### config.mk
export PLATFORM = sky130hd
export DESIGN_NAME = fifo_wr_arbiter
export DESIGN_NICKNAME = d
export VERILOG_FILES = /design/src/rtl/fifo_wr_arbiter.sv
export SDC_FILE = /design/constraint.sdc
export NUM_CORES = 1
export LEC_CHECK = 0
export CAP_MARGIN = 5
export CORE_UTILIZATION = 43
export DETAILED_ROUTE_END_ITERATION = 6
export PLACE_DENSITY = 0.85
export SETUP_SLACK_MARGIN = 0.02
export SLEW_MARGIN = 10
export SYNTH_ARGS = -nofsm -noshare
export SYNTH_HDL_FRONTEND = slang
export SYNTH_SLANG_ARGS = --single-unit
### constraint.sdc
create_clock -name clk -period 2 [get_ports clk]
set_input_delay 0.6 -clock clk [delete_from_list [all_inputs] [get_ports clk]]
set_output_delay 0.6 -clock clk [all_outputs]
set_load 0.02 [all_outputs]
### src/rtl/fifo_wr_arbiter.sv
// Round-robin arbiter sharing one FIFO write port among NUM_REQ producers.
// One write attempt in flight (IDLE -> WRITE -> CHECK); failed attempts retry up to MAX_RETRY.
module fifo_wr_arbiter #(
    parameter int NUM_REQ    = 4,
    parameter int DATA_WIDTH = 16,
    parameter int MAX_RETRY  = 3
) (
    input  logic                            clk,
    input  logic                            rst,
    input  logic [NUM_REQ-1:0]              req_valid_i,
    input  logic [NUM_REQ*DATA_WIDTH-1:0]   req_data_i,
    output logic [NUM_REQ-1:0]              req_done_o,
    output logic [NUM_REQ-1:0]              req_err_o,
    output logic                            fifo_wr_en_o,
    output logic [DATA_WIDTH-1:0]           fifo_data_in_o,
    input  logic                            fifo_full_i,
    input  logic                            fifo_wr_ack_i,
    input  logic                            fifo_overflow_i,
    output logic                            busy_o,
    output logic [$clog2(NUM_REQ)-1:0]      grant_id_o,
    output logic [15:0]                     wr_count_o,
    output logic [7:0]                      err_count_o
);

    localparam int IDW = $clog2(NUM_REQ);
    localparam int RW  = $clog2(MAX_RETRY + 1);

    typedef enum logic [1:0] {IDLE, WRITE, CHECK} state_t;

    state_t                state_q, state_d;
    logic [IDW-1:0]        rr_q, rr_d;
    logic [RW-1:0]         retry_q, retry_d;
    logic                  wr_en_q, wr_en_d;
    logic [DATA_WIDTH-1:0] data_q, data_d;
    logic [IDW-1:0]        grant_q, grant_d;
    logic [NUM_REQ-1:0]    done_q, done_d;
    logic [NUM_REQ-1:0]    err_q, err_d;
    logic [15:0]           wr_count_q, wr_count_d;
    logic [7:0]            err_count_q, err_count_d;

    logic                  win_found;
    logic [IDW-1:0]        win_idx;
    logic [IDW-1:0]        cand;
    logic [IDW-1:0]        next_ptr;

    // Ack alone decides success; overflow only matters through the absence of ack.
    logic unused_overflow;
    assign unused_overflow = fifo_overflow_i;

    // First asserted request at or after rr_q, wrapping around.
    always_comb begin
        win_found = 1'b0;
        win_idx   = '0;
        cand      = '0;
        for (int off = 0; off < NUM_REQ; off++) begin
            cand = IDW'((int'(rr_q) + off) % NUM_REQ);
            if (!win_found && req_valid_i[cand]) begin
                win_found = 1'b1;
                win_idx   = cand;
            end
        end
    end

    assign next_ptr = (grant_q == IDW'(NUM_REQ - 1)) ? '0 : grant_q + 1'b1;

    always_comb begin
        // NOTE: every _d gets a default before the case so no path can infer a latch.
        state_d     = state_q;
        rr_d        = rr_q;
        retry_d     = retry_q;
        wr_en_d     = 1'b0;
        data_d      = data_q;
        grant_d     = grant_q;
        done_d      = '0;
        err_d       = '0;
        wr_count_d  = wr_count_q;
        err_count_d = err_count_q;
        case (state_q)
            IDLE: begin
                if (win_found && !fifo_full_i) begin
                    grant_d = win_idx;
                    data_d  = req_data_i[int'(win_idx)*DATA_WIDTH +: DATA_WIDTH];
                    wr_en_d = 1'b1;
                    state_d = WRITE;
                end
            end
            WRITE: state_d = CHECK;
            CHECK: begin
                state_d = IDLE;
                if (fifo_wr_ack_i) begin
                    done_d[grant_q] = 1'b1;
                    wr_count_d      = (wr_count_q != 16'hFFFF) ? wr_count_q + 16'd1 : wr_count_q;
                    retry_d         = '0;
                    rr_d            = next_ptr;
                end else if (retry_q == RW'(MAX_RETRY - 1)) begin
                    err_d[grant_q]  = 1'b1;
                    err_count_d     = (err_count_q != 8'hFF) ? err_count_q + 8'd1 : err_count_q;
                    retry_d         = '0;
                    rr_d            = next_ptr;
                end else begin
                    // rr_q stays put so the same producer is re-granted while still valid.
                    retry_d         = retry_q + 1'b1;
                end
            end
            default: state_d = IDLE;
        endcase
    end

    always_ff @(posedge clk) begin
        // NOTE: sequential state uses non-blocking assignments only.
        if (rst) begin
            state_q     <= IDLE;
            rr_q        <= '0;
            retry_q     <= '0;
            wr_en_q     <= 1'b0;
            data_q      <= '0;
            grant_q     <= '0;
            done_q      <= '0;
            err_q       <= '0;
            wr_count_q  <= '0;
            err_count_q <= '0;
        end else begin
            state_q     <= state_d;
            rr_q        <= rr_d;
            retry_q     <= retry_d;
            wr_en_q     <= wr_en_d;
            data_q      <= data_d;
            grant_q     <= grant_d;
            done_q      <= done_d;
            err_q       <= err_d;
            wr_count_q  <= wr_count_d;
            err_count_q <= err_count_d;
        end
    end

    assign req_done_o     = done_q;
    assign req_err_o      = err_q;
    assign fifo_wr_en_o   = wr_en_q;
    assign fifo_data_in_o = data_q;
    assign busy_o         = (state_q != IDLE);
    assign grant_id_o     = grant_q;
    assign wr_count_o     = wr_count_q;
    assign err_count_o    = err_count_q;

endmodule

==> out/qor.txt, run 1 <==
TIMING
---------------------------------------------------------------------------------
Transition time of the tightest slew-check pin                           0.517 ns
Final worst path period share                                               0.974
RSZ-0062 raised after global routing                                           no
Sum of negative setup slack                                                  0 ns
Highest clock rate                                                      0.513 GHz
Clk_skew                                                               0.00887 ns
Hold_ws                                                                  0.470 ns
Shortest clock period the worst path allows after layout                  1.95 ns
Count of endpoints failing hold in the final timing report                      0
Final number of setup-violating endpoints                                       0
Max-slew violation count                                                        0
Relative max-transition margin                                              0.653

CLOCK NETWORK
---------------------------------------------------------------------------------
Number of buffers created by CTS                                                9
Hold-fix buffers, CTS                                                           0
Number of sinks driven by the clock tree                                       57
Clock Pin Slew Worst Setup and Hold Paths                                 0.07 ns
Depth of the CTS H-tree                                                         3
Clock latency of the later-clocked register in the worst-skew pair        0.34 ns
Library cell used as clock root buffer                               sky130_fd_sc_hd__clkbuf_8
CTS tree                                                                    built
Number of buffers on the longest clock path                                     2

YOSYS
---------------------------------------------------------------------------------
Dominant combinational cell family by area after synthesis           simple AND/OR/NAND/NOR gates
Area share of the largest cell type after synthesis                         0.389
Leading area contributor after synthesis                             sky130_fd_sc_hd__dfxtp_1
Synth cell types                                                               47
Post-synthesis compound-gate area fraction                                  0.115
Post-Synthesis Net Count                                                      371
Synthesized-area fraction occupied by adder cells                          0.0256
Yosys warnings                                                                  0
Xor/xnor cell area share of the yosys netlist                              0.0627
Number of enable flip-flop cells after synthesis                                0
Synthesized netlist cell count                                                292
Leading cell types by total area after synthesis                     sky130_fd_sc_hd__dfxtp_1 39%, sky130_fd_sc_hd__mux2i_1 12%, sky130_fd_sc_hd__xnor2_1 6.3%
Sequential fraction of the synthesis area                                   0.389
Number of storage elements in the synthesis netlist                            57
Top FF cell, synth                                                   sky130_fd_sc_hd__dfxtp_1
Mapped Area                                                              2930 µm²
Simple-gate share of the synthesized area                                   0.253
Share of synthesized flip-flops with an asynchronous set or reset               0
Proportion of synthesized area in mux cells                                 0.116
Synthesized area per cell                                                10.0 µm²

FINAL LAYOUT
---------------------------------------------------------------------------------
Commonest cells after routing, fill and taps aside                   99 x sky130_fd_sc_hd__clkdlybuf4s50_1, 57 x sky130_fd_sc_hd__dfxtp_1, 30 x sky130_fd_sc_hd__mux2i_1, 30 x sky130_fd_sc_hd__nor2_1, 28 x sky130_fd_sc_hd__nand2_1
Storage element area                                                     1140 µm²
Post-route non-filler standard cell count                                     519
Layout cell share with drive strength beyond 1                              0.183
Most common cell after layout, fill and taps aside                   sky130_fd_sc_hd__clkdlybuf4s50_1
Fill cell instance count of the final layout                                  474
Final core area utilization                                                 0.738
Multi-input gate area in the final layout                                1740 µm²
Antenna fix cells                                                               0
Synth-to-layout area growth                                                 62.6%
Total Nets Final                                                              516

POWER AND IR DROP
---------------------------------------------------------------------------------
P per Cell Area                                                        643 nW/µm²
NetSw                                                                      718 µW
Switching power as a share of total power                                   0.234
Internal power                                                            2.35 mW
Static Leak                                                               1.91 nW
Maximum vdd ir drop                                                        436 µV
Portion of total power attributed to combinational logic                    0.176
Share of power burned in the clock network                                  0.433
Proportion of power drawn by flip-flops and latches                         0.391

OUTCOME
---------------------------------------------------------------------------------
Violated checks                                                      design-rule violations
Outcome                                                              complete, but fails checks

PLACED DESIGN
---------------------------------------------------------------------------------
Half-perimeter wire length of the detailed placement result               5920 µm
Total instance count after detailed placement                                 498
Final Wtd Congestion                                                        0.753
Count of buffers inserted at the top-level ports                              123

SETUP PATH
---------------------------------------------------------------------------------
Slowest cell delay on critical path                                       0.62 ns
Cells along the critical path                                        clkdlybuf4s50_1
Arrival time of data at the critical path endpoint                        1.35 ns
Critical path capture point type                                       output pin
Cell at the slowest stage of the critical path                       sky130_fd_sc_hd__clkdlybuf4s50_1
Critical path start-end classification                               register to output pin
Critical path launch point type                                          register
Kind of cell adding the most delay to the critical path              buffers and inverters
Number of buffer and inverter instances along the worst setup path              1
Biggest fanout along the worst timing path                                      3
Req. time, crit path                                                      1.40 ns

FLOORPLAN
---------------------------------------------------------------------------------
Floorplan core area                                                      6460 µm²
Chip Width                                                                84.6 µm
Top-Level Pins                                                                125
Die boundary height                                                       84.6 µm
Area enclosed by the die boundary                                        7150 µm²
Number of placement rows                                                       29
Initial Utilization                                                         0.454

GRT
---------------------------------------------------------------------------------
Maximum number of pins on one net before global-route repair                   35
Via count of the first global-routing pass                                   2695
First-pass GRT wire length                                               12500 µm
GRT Resource Usage Total                                                    0.223
Total congestion overflow                                                       0
Antenna violations before repair                                                0

ROUTING
---------------------------------------------------------------------------------
Iteration-0 DRC count of the detailed router                                  118
First-pass DRT Iterations                                                       6
Vias per cell                                                                5.37
Number of antenna-violating nets in the routed design                           0
Total wirelength of the detailed-routed design                            8470 µm
Via count                                                                    2787
Residual DRC count                                                              5
Post-detailed-route wirelength per cell                                   16.3 µm

WORST HOLD PATH
---------------------------------------------------------------------------------
Type of the most critical hold path                                  register to register

JOB
---------------------------------------------------------------------------------
Max-capacitance violation count                                                 0

[synth_stat cells (6+ instances only)]
| master | count |
|---|---|
| sky130_fd_sc_hd__o221ai_1 | 6 |
| sky130_fd_sc_hd__and2_1 | 9 |
| sky130_fd_sc_hd__o221ai_2 | 10 |
| sky130_fd_sc_hd__dfxtp_1 | 57 |
| sky130_fd_sc_hd__mux2i_1 | 34 |
| sky130_fd_sc_hd__nor2_1 | 30 |
| sky130_fd_sc_hd__nor3_1 | 6 |
| sky130_fd_sc_hd__ha_1 | 6 |
| sky130_fd_sc_hd__xnor2_1 | 21 |
| sky130_fd_sc_hd__nand2_1 | 28 |
| sky130_fd_sc_hd__a21oi_1 | 9 |
[power by group through the flow]
stage	Sequential [mW]	Clock [mW]	Combinational [mW]
after floorplan	1.26	0	0.180
after global placement	1.22	0	0.479
after detailed placement	1.22	0	0.490
after CTS	1.20	1.34	0.492
after global routing	1.20	1.39	0.568
final	1.20	1.33	0.540
[metal layers]
layer  vias to the layer above  share of wire  global-route usage
met5                         -              0                   0
met4                         0          0.023               0.109
met3                        16          0.040              0.0393
met2                        84           0.53               0.399
met1                      1340           0.41               0.256
li1                       1347              -                   -
[layout make-up]
cell class / instances / share of cell area
Multi-Input combinational cell: 217 / 0.364
Timing Repair Buffer: 146 / 0.320
Sequential cell: 57 / 0.239
Clock buffer: 11 / 0.0296
Clock inverter: 5 / 0.0215
Tap cell: 77 / 0.0202
Inverter: 6 / 0.00472
[tightest hold or removal path, stage by stage, from the launching register on]
cell,delay [ns]
sky130_fd_sc_hd__dfxtp_1,0.33
sky130_fd_sc_hd__nand2_1,0.06
sky130_fd_sc_hd__o221ai_2,0.05
[stage by stage]
stage / setup slack, ns / instance area, µm² / total power, mW
finish: 0.0524 / 4770 / 3.07
global route: 0.0103 / 4770 / 3.16
CTS: 0.0206 / 4580 / 3.03
detailed placement: -0.318 / 4350 / 1.71
global placement: -0.278 / 4350 / 1.70
floorplan: 0.191 / 2930 / 1.44
[registers in the layout, summed over array words and instances (netlist names)]
name,flops
state_q,2
retry_q,2
fifo_wr_en_o,1
grant_id_o,2
req_err_o,4
fifo_data_in_o,16
rr_q,2
err_count_o,8
wr_count_o,16
req_done_o,4
[repair_timing]
item	in CTS	in global routing
setup buffers	0	2
gates resized for setup	18	20
endpoints found under the setup margin	18	20
pin swaps	0	2
endpoints found under the hold margin	0	0
gates cloned	0	3
[cells by family (layout without fill, tap and decap cells)]
logic type / count (synthesis) / in the layout
AOI/OAI and AO/OA: 35 / 35
buffers and inverters: 18 / 168
muxes: 34 / 34
DFF: 57 / 57
xor gates and xnor gates: 21 / 21
and+or+nand+nor: 121 / 121
adders and majority gates: 6 / 6
[final timing paths]
kind,from,slack (ns),depth (start not counted),endpoint
min,fifo_data_in_o[12],0.47,2,fifo_data_in_o[12]
max reg2reg,wr_count_o[12],0.22,5,wr_count_o[0]
min reg2reg,fifo_data_in_o[12],0.47,2,fifo_data_in_o[12]
max,wr_count_o[10],0.05,1,wr_count_o[10]
Note: power is estimated with default switching activity, not from simulation.
==> run 2, diff against run 1 <==
- CORE_UTILIZATION: 43 -> 46
- PLACE_DENSITY: 0.85 -> 0.9
- clock period: 2 -> 2.4 ns (I/O delays scaled with it)
==> out/qor.txt, run 2 (synthesis gave the netlist of run 1 again) <==
PLACED DESIGN
---------------------------------------------------------------------------------
Half-perimeter wire length of the detailed placement result               6050 µm   +2.1%
Count of buffers inserted at the top-level ports                              123   unchanged
Final Wtd Congestion                                                        0.776   +3.1%
Post-Place Worst Slack                                                  -0.110 ns   +0.208 ns
Post-DP Area                                                             4290 µm²   -1.4%

ROUTING
---------------------------------------------------------------------------------
Post-detailed-route wirelength per cell                                   15.5 µm   -5.1%
Via count                                                                    2677   -3.9%
Residual DRC count                                                              0   -5
Vias per cell                                                                5.31   -1.1%
Number of antenna-violating nets in the routed design                           0   unchanged
Iteration-0 DRC count of the detailed router                                   98   -17%
Total wirelength of the detailed-routed design                            7810 µm   -7.8%
First-pass DRT Iterations                                                       5   -1

POWER AND IR DROP
---------------------------------------------------------------------------------
Proportion of power drawn by flip-flops and latches                         0.415   +0.024
Maximum vdd ir drop                                                        380 µV   -13%
NetSw                                                                      600 µW   -16%
Portion of total power attributed to combinational logic                    0.168   -0.008
P per Cell Area                                                        532 nW/µm²   -17%
Internal power                                                            1.80 mW   -23%
Static Leak                                                               1.62 nW   -15%
Switching power as a share of total power                                   0.250   +0.0152
Share of power burned in the clock network                                  0.417   -0.016

SETUP PATH
---------------------------------------------------------------------------------
Arrival time of data at the critical path endpoint                        1.54 ns   +0.19 ns
Worst flop-to-flop path endpoint                                     wr_count_o[0]
Origin of the critical flop-to-flop path                             wr_count_o[12]
Number of cells on the worst reg-to-reg path                                    5   unchanged
Critical path capture point type                                       output pin
Biggest fanout along the worst timing path                                      5   +2
Setup slack on the worst flop-to-flop path                                0.70 ns   +0.48 ns
Critical path start-end classification                               register to output pin
Critical path launch point type                                          register
Req. time, crit path                                                      1.68 ns   +0.28 ns

CLOCK NETWORK
---------------------------------------------------------------------------------
Quantity of gates resized following cts                                         0   -18
Number of buffers on the longest clock path                                     2   unchanged
Clock latency of the later-clocked register in the worst-skew pair        0.33 ns   about the same
Library cell used as clock root buffer                               sky130_fd_sc_hd__clkbuf_8
Depth of the CTS H-tree                                                         3   unchanged
CTS tree                                                                    built
Hold-fix buffers, CTS                                                           0   unchanged
Number of buffers created by CTS                                                9   unchanged
Number of sinks driven by the clock tree                                       57   unchanged
Buffers inserted during post-CTS setup optimization                             0   unchanged
Clock Pin Slew Worst Setup and Hold Paths                                 0.07 ns   about the same

FLOORPLAN
---------------------------------------------------------------------------------
Top-Level Pins                                                                125   unchanged
Initial Utilization                                                         0.487   +0.0326
Number of placement rows                                                       28   -3.4%
Area enclosed by the die boundary                                        6700 µm²   -6.4%
Chip Width                                                                81.8 µm   -3.2%
Floorplan core area                                                      6030 µm²   -6.7%
Die boundary height                                                       81.8 µm   -3.2%

TIMING
---------------------------------------------------------------------------------
Clk_skew                                                               0.00746 ns   -0.00141 ns
Final number of setup-violating endpoints                                       0   unchanged
Transition time of the tightest slew-check pin                           0.501 ns   -0.0158 ns
Highest clock rate                                                      0.443 GHz
Final worst path period share                                               0.940
RSZ-0062 raised after global routing                                           no
Max-slew violation count                                                        0   unchanged
Count of endpoints failing hold in the final timing report                      0   unchanged
Shortest clock period the worst path allows after layout                  2.26 ns
Sum of negative setup slack                                                  0 ns   unchanged
Relative max-transition margin                                              0.664   +0.0113
Worst-case setup margin in the final layout                              0.144 ns   +0.0917 ns

FINAL LAYOUT
---------------------------------------------------------------------------------
Total Nets Final                                                              503   -2.5%
Antenna fix cells                                                               0   unchanged
Synth-to-layout area growth                                                 54.0%
Layout cell share with drive strength beyond 1                              0.142   -0.0411
Fill cell instance count of the final layout                                  437   -7.8%
Most common cell after layout, fill and taps aside                   sky130_fd_sc_hd__clkdlybuf4s50_1
Final core area utilization                                                 0.750   +0.0111
Post-layout instance area                                                4520 µm²   -5.3%
Commonest cells after routing, fill and taps aside                   123 x sky130_fd_sc_hd__clkdlybuf4s50_1, 57 x sky130_fd_sc_hd__dfxtp_1, 34 x sky130_fd_sc_hd__mux2i_1

WORST HOLD PATH
---------------------------------------------------------------------------------
Type of the most critical hold path                                  register to register
Depth of the worst hold-timing path                                             2   unchanged
Capture endpoint of the worst hold path                              fifo_data_in_o[3]
Worst hold path startpoint                                           fifo_data_in_o[3]

GRT
---------------------------------------------------------------------------------
GRT Resource Usage Total                                                    0.239   +0.0160
Antenna violations before repair                                                0   unchanged
Total congestion overflow                                                       0   unchanged
First-pass GRT wire length                                               12100 µm   -2.8%
Maximum number of pins on one net before global-route repair                   20   -43%
Via count of the first global-routing pass                                   2613   -3.0%

OUTCOME
---------------------------------------------------------------------------------
Outcome                                                              finished clean

JOB
---------------------------------------------------------------------------------
Max-capacitance violation count                                                 0   unchanged

[run 2: cell count changes in the layout (fill, tap and decap cells not counted), sizes merged]
| cell | change |
|---|---|
| clkinv | +2 |
| clkbuf | -5 |
| dlymetal6s2s | -7 |
| buf | -10 |
| clkdlybuf4s50 | +24 |
| inv | +1 |
| dlygate4sd2 | -17 |
| bufinv | -1 |
[run 2: worst max path at each step]
| stage | startpoint | endpoint | slack (ns) | cells past startpoint |
|---|---|---|---|---|
| 3_3_place_gp | req_valid_i[0] | fifo_data_in_o[10] | -0.02 | 7 |
| 6_report | state_q[1] | busy_o | 0.14 | 2 |
| 2_1_floorplan | req_valid_i[0] | fifo_data_in_o[0] | 0.47 | 6 |
| 5_1_grt | state_q[1] | busy_o | 0.08 | 2 |
| 3_5_place_dp | req_valid_i[0] | fifo_data_in_o[10] | -0.11 | 7 |
| 4_1_cts | state_q[1] | busy_o | 0.12 | 2 |
[run 2: stage by stage]
| step | power (mW) | hold slack [ns] | cells |
|---|---|---|---|
| 2_1_floorplan | 1.20 | 0.440 | 292 |
| 3_3_place_gp | 1.41 | 0.442 | 488 |
| 3_5_place_dp | 1.42 | 0.451 | 488 |
| 4_1_cts | 2.43 | 0.472 | 504 |
| 5_1_grt | 2.50 | 0.497 | 504 |
| 6_report | 2.40 | 0.468 | 504 |
[run 2: layout make-up]
class	instances	area (µm²)	area share
Clock inverter	7	103	0.0227
Timing Repair Buffer	133	1360	0.300
Tap cell	75	93.8	0.0208
Sequential cell	57	1140	0.253
Clock buffer	9	124	0.0274
Inverter	6	22.5	0.00499
Multi-Input combinational cell	217	1680	0.371
[run 2: power groups by stage]
stage / logic (mW) / registers (mW) / clock network, mW
floorplan: 0.150 / 1.05 / 0
global placement: 0.393 / 1.02 / 0
detailed placement: 0.405 / 1.02 / 0
CTS: 0.407 / 0.997 / 1.03
global route: 0.430 / 1.00 / 1.07
finish: 0.404 / 0.998 / 1.00
[run 2: per-layer routing]
metal | routed length [µm] | track usage | vias up
met5 | 0 | 0 | -
met2 | 4160 | 0.419 | 72
met3 | 317 | 0.0667 | 12
met4 | 130 | 0.0825 | 0
met1 | 3200 | 0.276 | 1273
li1 | - | - | 1320
[run 2: worst max-delay path: stages, from the launching register on]
cell	delay (ns)
sky130_fd_sc_hd__dfxtp_1	0.35
sky130_fd_sc_hd__or2_2	0.32
sky130_fd_sc_hd__clkdlybuf4s50_1	0.54
